<file path="src/rtl/seq_divider_8x4_pkg.sv">
// Shared definitions for the 8-by-4 sequential restoring divider.
package seq_divider_8x4_pkg;

  localparam int DVD_W_DEF = 8;
  localparam int DVS_W_DEF = 4;

  function automatic int cnt_width(input int dvd_w);
    return $clog2(dvd_w + 1);
  endfunction

  localparam int CNT_W_DEF = cnt_width(DVD_W_DEF);

  typedef enum logic [1:0] {
    IDLE = 2'd0,
    CALC = 2'd1,
    DONE = 2'd2
  } state_t;

endpackage

</file>
<file path="src/rtl/seq_divider_8x4_div_step.sv">
// One combinational restoring-division step: shift in a dividend bit,
// trial-subtract the divisor, keep the difference if it did not borrow.
module seq_divider_8x4_div_step #(
  parameter int DVS_W = 4
) (
  input  logic [DVS_W-1:0] r_in,
  input  logic             dvd_bit,
  input  logic [DVS_W-1:0] divisor,
  output logic [DVS_W-1:0] r_out,
  output logic             q_bit
);

  logic [DVS_W:0] shifted;
  logic [DVS_W:0] diff;

  assign shifted = {r_in, dvd_bit};
  assign diff    = shifted - {1'b0, divisor};

  // r_in < divisor always holds, so shifted < 2*divisor and a successful
  // subtract leaves diff < divisor; the MSB is therefore a pure borrow flag.
  assign q_bit = ~diff[DVS_W];
  assign r_out = q_bit ? diff[DVS_W-1:0] : shifted[DVS_W-1:0];

endmodule

</file>
<file path="src/rtl/seq_divider_8x4.sv">
// Iterative unsigned restoring divider, one quotient bit per clock.
// The dividend register doubles as the quotient shift register.
module seq_divider_8x4
  import seq_divider_8x4_pkg::*;
#(
  parameter int DVD_W = DVD_W_DEF,
  parameter int DVS_W = DVS_W_DEF
) (
  input  logic             clk,
  input  logic             rst,
  input  logic             start,
  input  logic [DVD_W-1:0] dividend,
  input  logic [DVS_W-1:0] divisor,
  output logic             busy,
  output logic             done,
  output logic [DVD_W-1:0] quotient,
  output logic [DVS_W-1:0] remainder,
  output logic             div_by_zero
);

  localparam int CW = cnt_width(DVD_W);

  state_t           state, state_nxt;
  logic [DVD_W-1:0] dvd_reg;
  logic [DVS_W-1:0] dvs_reg;
  logic [DVS_W-1:0] r_reg;
  logic [CW-1:0]    cnt;
  logic             dz_pend;
  logic [DVS_W-1:0] r_next;
  logic             q_bit;
  logic             last;

  seq_divider_8x4_div_step #(.DVS_W(DVS_W)) u_step (
    .r_in    (r_reg),
    .dvd_bit (dvd_reg[DVD_W-1]),
    .divisor (dvs_reg),
    .r_out   (r_next),
    .q_bit   (q_bit)
  );

  assign last = (cnt == CW'(1));
  assign busy = (state != IDLE);
  assign done = (state == DONE);

  always_comb begin
    state_nxt = state;
    case (state)
      IDLE:    if (start) state_nxt = CALC;
      CALC:    if (last) state_nxt = DONE;
      DONE:    state_nxt = IDLE;
      default: state_nxt = IDLE;
    endcase
  end

  always_ff @(posedge clk) begin
    if (rst) begin
      state       <= IDLE;
      dvd_reg     <= '0;
      dvs_reg     <= '0;
      r_reg       <= '0;
      cnt         <= '0;
      dz_pend     <= 1'b0;
      quotient    <= '0;
      remainder   <= '0;
      div_by_zero <= 1'b0;
    end else begin
      state <= state_nxt;
      case (state)
        IDLE: begin
          if (start) begin
            dvd_reg <= dividend;
            dvs_reg <= divisor;
            r_reg   <= '0;
            dz_pend <= (divisor == '0);
            // A zero divisor spends a single cycle in CALC before DONE.
            cnt     <= (divisor == '0) ? CW'(1) : CW'(DVD_W);
          end
        end
        CALC: begin
          dvd_reg <= {dvd_reg[DVD_W-2:0], q_bit};
          r_reg   <= r_next;
          cnt     <= cnt - CW'(1);
          if (last) begin
            if (dz_pend) begin
              quotient    <= '1;
              remainder   <= '0;
              div_by_zero <= 1'b1;
            end else begin
              quotient    <= {dvd_reg[DVD_W-2:0], q_bit};
              remainder   <= r_next;
              div_by_zero <= 1'b0;
            end
          end
        end
        default: ;
      endcase
    end
  end

endmodule

</file>
<file path="config.mk">
export PLATFORM = sky130hd
export DESIGN_NAME = seq_divider_8x4
export DESIGN_NICKNAME = d
export VERILOG_FILES = /design/src/rtl/seq_divider_8x4_pkg.sv /design/src/rtl/seq_divider_8x4_div_step.sv /design/src/rtl/seq_divider_8x4.sv
export SDC_FILE = /design/constraint.sdc
export NUM_CORES = 1
export LEC_CHECK = 0
export CELL_PAD_IN_SITES_DETAIL_PLACEMENT = 1
export CELL_PAD_IN_SITES_GLOBAL_PLACEMENT = 2
export CORE_ASPECT_RATIO = 1.5
export CORE_MARGIN = 5
export CORE_UTILIZATION = 33
export CTS_CLUSTER_DIAMETER = 60
export DETAILED_ROUTE_END_ITERATION = 10
export PLACE_DENSITY = 0.92
export SYNTH_ARGS = -nofsm -noshare
export SYNTH_HDL_FRONTEND = slang
export SYNTH_SLANG_ARGS = --single-unit
</file>
<file path="constraint.sdc">
create_clock -name clk -period 5.1 [get_ports clk]
set_input_delay 1.02 -clock clk [delete_from_list [all_inputs] [get_ports clk]]
set_output_delay 1.02 -clock clk [all_outputs]
set_load 0.02 [all_outputs]
</file>
== Word-level counts from Yosys, hierarchy flattened ==
Cells that the tools add are included.

* Flip-flop bits (word level): 36
* Input port bits: 15
* Output and inout port bits: 15
* Word-level logic and storage cells: 39

* $add $sub $neg: 2
* Eq/ne operators: 5
* Multiplexer cells: 14
* Bitwise gates (word level): 1
* Reduce and logical (&&, ||, !) cells: 8

{| class="wikitable"
|+ Operator list
! kind !! count
|-
| 4-bit 2-to-1 mux || 5
|-
| 8-bit 2-to-1 mux || 2
|-
| 4-bit one-hot mux with 2 select lines || 2
|-
| 8-bit one-hot mux with 2 select lines || 1
|-
| 2-bit AND reduction || 4
|-
| 5-bit by 4-bit subtractor with 5-bit output || 1
|-
| 4-bit by 1-bit equality test with 1-bit output, second input constant || 1
|-
| 4-bit zero test || 1
|-
| 2-bit 2-to-1 mux || 2
|-
| 2-bit != test, second input constant || 2
|-
| 2-bit one-hot mux with 2 select lines || 1
|-
| 2-bit nonzero test || 2
|-
| 4-bit by 1-bit subtractor with 4-bit output, second input constant || 1
|-
| 2-bit by 1-bit equality test with 1-bit output, second input constant || 1
|-
| 2-bit equality test, second input constant || 1
|-
| 2-bit zero test || 1
|-
| 1-bit 2-to-1 mux || 1
|-
| 1-bit NOT || 1
|}

== Depth between registers and ports, before layout ==
Gate-level depths: netlist (run 1).

* Word-level depth: 4
* Depth in mapped cells: 8
* Depth with buffers taken out: 8

== Hierarchy ==
From an unflattened synthesis (run 1), not the netlist that was laid out.

* Cell total of the unflattened synthesis: 207
* Area total of the unflattened synthesis: 1,767.9 um^2

{| class="wikitable"
|+ By module, submodules not included
! module !! times used !! cells an instance !! area an instance (um^2) !! sequential area each (um^2)
|-
| seq_divider_8x4 || 1 || 183 || 1,564.0 || 720.7
|-
| seq_divider_8x4_div_step || 1 || 24 || 203.9 || 0.0
|}

== Least setup slack after synthesis (run 1) ==
No wires, ideal clock.

* Path kind: register to register
* Start: register dvd_reg[7]
* End: register r_reg[3]
* Data arrival time: 1.892 ns
* Data required time: 5.021 ns
* Path slack: 3.129 ns
* Cell stages (with the launch flop): 9
* Path buffers: 0
* Clock period less this slack: 1.971 ns
* Cell sequence: dfxtp_1 > inv_1 > ha_1 > inv_1 > fa_1 > nand3_1 > a21boi_2 > or4b_1 > o211ai_1

* Word-level cells in the longest chain between the ends: 3

{| class="wikitable"
|+ RTL lines
! what !! RTL line !! RTL
|-
| start, declared || seq_divider_8x4.sv:24 || <nowiki>logic [DVD_W-1:0] dvd_reg;</nowiki>
|-
| start signal, assigned || seq_divider_8x4.sv:71 || <nowiki>dvd_reg <= dividend;</nowiki>
|-
| start signal, assigned || seq_divider_8x4.sv:80 || <nowiki>dvd_reg <= {dvd_reg[DVD_W-2:0], q_bit};</nowiki>
|-
| 5-bit by 4-bit subtractor with 5-bit output || seq_divider_8x4_div_step.sv:17 || <nowiki>assign diff = shifted - {1'b0, divisor};</nowiki>
|-
| 4-bit 2-to-1 mux || seq_divider_8x4_div_step.sv:22 || <nowiki>assign r_out = q_bit ? diff[DVS_W-1:0] : shifted[DVS_W-1:0];</nowiki>
|-
| 4-bit one-hot mux with 2 select lines || seq_divider_8x4.sv:68 || <nowiki>case (state)</nowiki>
|-
| end signal, assigned || seq_divider_8x4.sv:81 || <nowiki>r_reg <= r_next;</nowiki>
|-
| end, declared || seq_divider_8x4.sv:26 || <nowiki>logic [DVS_W-1:0] r_reg;</nowiki>
|}

No other way between the ends.
A chain may end at the register's enable or synchronous reset.

== Worst setup path in the final report (run 1) ==
* Start: input port start
* End: register dvd_reg[4]

* Word-level cells in the longest chain between the ends: 2

{| class="wikitable"
|+ RTL lines
! what !! RTL line !! RTL
|-
| start, declared || seq_divider_8x4.sv:11 || <nowiki>input logic start,</nowiki>
|-
| 2-bit != test (no source line) || - ||
|-
| 2-bit AND reduction (no source line) || - ||
|}

No other way between the ends.

==> results.json, run 1 <==
{
  "status": "complete, no violations",
  "grt_antenna_before_repair": 0,
  "grt_pass1_vias": 1765,
  "firstDrtPassIters": 4,
  "vias_per_cell": 5.32,
  "die_h_um": 99.9,
  "slew_viol_final": 0,
  "p_seq_share_pct": 43.6,
  "netlist-cell-type-count": 41,
  "numCtsBuffers": 5,
  "worstPathArrival_ps": 2850,
  "startpoint_type": "input pin",
  "comb_power_share_pct": 23.1,
  "clk_path_buf_depth": 2,
  "root_buffer": "clkbuf_8",
  "drc": 0,
  "hold_class": "flip-flop to flip-flop",
  "path_cells": "clkdlybuf4s50_1, nor2_1, nor2_1, nor2_1, a311oi_1",
  "hold_ws_ps": 457,
  "design_area_um2": 2220,
  "cp_slowest_stage_delay_ps": 800,
  "synth_seq_cells": 36,
  "gr-total-overflow": 0,
  "drt_iter0_drc": 58,
  "synthCells": 224,
  "hold_viol_final": 0,
  "syn_area_um2": 1780,
  "clock_latency_ps": 290,
  "rows": 32,
  "antennaDiodeCount": 0,
  "vdd_drop_max_v": 0.000222,
  "postCtsSetupRepairBufs": 0,
  "yosysTopAreaCell": "dfxtp_1",
  "fin_total_pwr_mw": 0.743,
  "synth.area.top_cells": "dfxtp_1 41%, nand2_1 7.0%, nor2_1 5.9%",
  "worstPathMaxFanout": 16,
  "fin_crit_ps": 2660,
  "syn_nets": 246,
  "ys.flop_type": "dfxtp_1",
  "gp_congestion": 0.767,
  "ioPinCount": 30,
  "netlist.area_leader.share_pct": 40.5,
  "ctsResizeCount": 0,
  "max_slew.worst_pin.slew_ps": 1050,
  "placement.io_buffers": 29,
  "synthArstFlopShare_pct": 0,
  "avgRoutedWirePerCell_um": 15.4,
  "fmax_mhz": 377,
  "via_count": 1693,
  "core_area_um2": 5200,
  "grt_max_degree": 32,
  "die_w_um": 69.9,
  "ys_seq_area_share_pct": 40.5,
  "maxCapViolCount": 0,
  "cts_sinks": 36,
  "clkPwrFrac_pct": 33.4,
  "crit_top_cell": "nor2_1",
  "drtAntennaViolNets": 0,
  "hpwl_mm": 3.61,
  "die-area_um2": 6990,
  "path_class": "input pin to flip-flop",
  "finalClockSkew_ps": 3.13,
  "clk_pin_slew_ps": 70,
  "syn2layout_area_growth_pct": 24.7,
  "yosys-top-cells-count": "36 x dfxtp_1, 33 x nand2_1, 28 x nor2_1, 17 x nor3_1, 13 x a21oi_1",
  "p_leak_nw": 0.803,
  "endpoint_kind": "flip-flop",
  "start_util_pct": 34.2,
  "finalCritPeriodShare_pct": 52.1,
  "path_delay_family": "simple AND/OR/NAND/NOR gates",
  "nets": 271,
  "cts_max_level": 2,
  "crit_buf_inv": 1,
  "ctsHoldBuffers": 0,
  "rr_worst_depth": 4,
  "sw_frac_of_total_pct": 30.1,
  "setup_viol": 0,
  "routed_wl_mm": 4.91,
  "cp.depth": 5,
  "rsz0062_at_grt": "false",
  "p_int_mw": 0.519,
  "cts_tree": "done",
  "critPathSlowestCell": "nor2_1",
  "power.switching_mw": 0.224,
  "avgSynthCellArea_um2": 7.94,
  "whs_path_depth": 2,
  "cp.required_ps": 5300,
  "yosys.cell_count.top_type": "dfxtp_1",
  "place_area_um2": 2110,
  "final_layout_size_suffix_gt1_share_pct": 6.80,
  "fin_tns_setup_ps": 0,
  "slew_headroom_pct": 29.9,
  "synth-edff-count": 0,
  "yosys_warnings": 0,
  "cellPowerDensity_nw_per_um2": 335,
  "grt_pass1_wl_mm": 8.54,
  "gr-usage-all-layers_pct": 15.3
}
through the flow:
| stage | instances | worst slack [ps] | utilization, % |
|---|---|---|---|
| 2_1_floorplan | 224 | 3130 | - |
| 3_3_place_gp | 310 | 2270 | 40.5 |
| 3_5_place_dp | 310 | 2140 | 40.5 |
| 4_1_cts | 318 | 2440 | 42.6 |
| 5_1_grt | 318 | 2220 | 42.6 |
| 6_report | 318 | 2440 | 42.6 |
final timing paths:
check                       to  slack (ps)  startpoint
setup reg to reg  remainder[2]        2850    state[0]
setup / recovery    dvd_reg[4]        2440       start
hold / removal      dvs_reg[1]         460  dvs_reg[1]
hold reg to reg     dvs_reg[1]         460  dvs_reg[1]
worst reg2reg max path, delay by kind of cell, from the launching register on:
family           cells  cell delay (ps)
AND/OR/NAND/NOR      3             1420
flip-flops           1              510
AO/OA/AOI/OAI        1              230
layer usage:
metal | global-route usage, % | wire (um) | up-vias
met5 | 0 | 0 | -
met3 | 3.61 | 140 | 7
met2 | 28.8 | 2700 | 22
li1 | - | - | 841
met1 | 15.5 | 1960 | 823
met4 | 7.82 | 107 | 0
power by group through the flow:
stage / combinational [mW] / sequential [mW] / clock [mW]
floorplan: 0.122 / 0.324 / 0
global placement: 0.168 / 0.329 / 0
detailed placement: 0.171 / 0.330 / 0
CTS: 0.173 / 0.324 / 0.255
global route: 0.193 / 0.327 / 0.268
finish: 0.171 / 0.324 / 0.248
layout make-up:
class | instances | area [um2]
clock buffers | 6 | 72.6
clock inverters | 2 | 35.0
fillers | 624 | 2990
inverters | 11 | 41.3
multi-input cells | 165 | 965
flip-flops and latches | 36 | 721
well taps | 68 | 85.1
repair buffers | 30 | 298
layout by cell type, fill, tap and decap left out, types with 3 or more instances in the layout:
cell type        count
clkdlybuf4s50_1     29
clkbuf_8             5
nor3_1              17
nor2_1              28
or2_2                3
nand3_1              8
o21ai_0              7
nand3b_1             3
o211ai_1             3
inv_1               10
dfxtp_1             36
a311oi_1             7
ha_1                 6
a21oi_1             13
nand2_1             33
nand2b_1             7
cell families (layout without fill, tap and decap cells):
group,after synthesis,in the layout,share of synthesized area (%)
AOI/OAI and AO/OA,50,50,20.4
adders and majority gates,7,7,5.35
xor gates and xnor gates,1,1,0.493
DFF,36,36,40.5
buffers and inverters,23,49,5.21
and+or+nand+nor,107,107,28.0
(Power assumes the default switching activity.)
==> inputs of run 2 (changes only) <==
Settings changed: CORE_UTILIZATION 33 to 27, PLACE_DENSITY 0.92 to 0.82.
Clock period 5.1 ns to 2.2 ns, I/O delays scaled along.
==> run 2 against run 1 <==
Compared with the run above:
- sequential share of layout area down 1.0 points
- core utilization down 7.0 points
- first-iteration DRC count up 66%
- register-to-register slack worse by 2700 ps
- clock skew up 1.7 ps
- worst hold slack better by 3.6 ps
- non-clock buffer count up 7
- setup slack worse by 2300 ps
- critical endpoint is now busy
- highest routed layer unchanged
==> results.json, run 2 (same netlist as run 1, synthesis figures left out) <==
{
  "regArea_um2": 721,
  "die_w_um": 76.3,
  "drtAntennaViolNets": 0,
  "finalClockSkew_ps": 4.80,
  "nets": 278,
  "die_h_um": 109,
  "fin_tns_setup_ps": 0,
  "final_layout_size_suffix_gt1_share_pct": 10.1,
  "vias_per_cell": 5.21,
  "start_util_pct": 27.6,
  "rows": 36,
  "antennaDiodeCount": 0,
  "endpoint_kind": "output port",
  "met2_usage_pct": 25.7,
  "cts_max_level": 2,
  "gr-total-overflow": 0,
  "clock_latency_ps": 290,
  "cellPowerDensity_nw_per_um2": 770,
  "placement.io_buffers": 29,
  "grt_use_met3_pct": 2.21,
  "cts_sinks": 36,
  "status": "complete, no violations",
  "setup_viol": 0,
  "hpwl_mm": 4.00,
  "gp_congestion": 0.735,
  "drt_iter0_drc": 96,
  "rsz0062_at_grt": "false",
  "p_seq_share_pct": 42.5,
  "root_buffer": "clkbuf_8",
  "slew_headroom_pct": 65.6,
  "p_int_mw": 1.22,
  "finalCritPeriodShare_pct": 92.1,
  "via_count": 1735,
  "firstDrtPassIters": 4,
  "grt_pass1_vias": 1821,
  "met1_usage_pct": 13.6,
  "worstPathArrival_ps": 1590,
  "hold_viol_final": 0,
  "fill_cells": 780,
  "hold_class": "flip-flop to flip-flop",
  "max_slew.worst_pin.slew_ps": 510,
  "power.switching_mw": 0.539,
  "busiest_layer": "met2",
  "vdd_drop_max_v": 0.000243,
  "syn2layout_area_growth_pct": 28.8,
  "numCtsBuffers": 5,
  "slew_viol_final": 0,
  "routed_wl_mm": 5.29,
  "comb_power_share_pct": 24.1,
  "multi_input_area_um2": 975,
  "ioPinCount": 30,
  "utilization_pct": 35.5,
  "core_area_um2": 6440,
  "clk_pin_slew_ps": 80,
  "cp.required_ps": 1760,
  "grt_antenna_before_repair": 0,
  "fin_crit_ps": 2030,
  "cts_tree": "done",
  "clk_path_buf_depth": 2,
  "startpoint_type": "flip-flop",
  "drc": 0,
  "worstPathMaxFanout": 11,
  "die-area_um2": 8340,
  "maxCapViolCount": 0,
  "grt_pass1_wl_mm": 8.87,
  "fmax_mhz": 493,
  "avgRoutedWirePerCell_um": 15.9,
  "path_class": "flip-flop to output port",
  "gr-usage-all-layers_pct": 13.2,
  "layout_commonest_cell": "dfxtp_1",
  "grt_max_degree": 17,
  "p_leak_nw": 0.841,
  "mostFrequentLayoutCells": "36 x dfxtp_1, 33 x nand2_1, 29 x clkdlybuf4s50_1",
  "sw_frac_of_total_pct": 30.6,
  "clkPwrFrac_pct": 33.4
}
run 2: cell types whose count changed in the layout (fill, tap and decap cells not counted), sizes merged:
cell and change:
buf +7
run 2: metrics by stage:
stage / std cells / instance area [um2] / setup WS (ps) / power [mW] / hold WS [ps]
after floorplan: 224 / 1780 / 229 / 1.03 / 436
after global placement: 325 / 2170 / 237 / 1.18 / 449
after detailed placement: 325 / 2170 / 186 / 1.18 / 456
after CTS: 333 / 2280 / 152 / 1.78 / 468
after global routing: 333 / 2290 / 38.0 / 1.86 / 499
final: 333 / 2290 / 173 / 1.76 / 461
run 2: area by class of cell:
cell class | count | share of cell area (%)
Clock buffer | 6 | 3.17
Clock inverter | 2 | 1.53
Inverter | 11 | 1.80
Multi-Input combinational cell | 165 | 42.6
Sequential cell | 36 | 31.5
Tap cell | 76 | 4.15
Timing Repair Buffer | 37 | 15.3
run 2: repair_timing:
item                                    CTS  global route
hold buffers                              0             0
buffers inserted                          0             0
resized for setup                         0             2
endpoints found under the setup margin    0             2
run 2: worst paths after layout:
check                           slack (ps)         from  depth (start not counted)     endpoint
worst max-delay path                   170     state[0]                          2         busy
worst min-delay path                   460  div_by_zero                          2  div_by_zero
worst max register to register         190   dvd_reg[7]                          8     r_reg[3]
worst min register to register         460  div_by_zero                          2  div_by_zero
run 2: power by group through the flow:
stage               Sequential [mW]  Clock [mW]  Combinational (mW)
global route                  0.757       0.623               0.481
detailed placement            0.765           0               0.419
floorplan                     0.752           0               0.282
finish                        0.749       0.589               0.425
CTS                           0.750       0.608               0.422
global placement              0.763           0               0.412
run 2: critical path, cell delays in order, from the launching register on:
cell and delay [ps]:
dfxtp_1 520, or2_2 180, clkdlybuf4s50_1 600
run 2: metal layers:
layer / share of wire (%) / vias up
met2: 55 / 25
li1: - / 855
met1: 40 / 845
met5: 0 / -
met3: 2.5 / 10
met4: 2.8 / 0
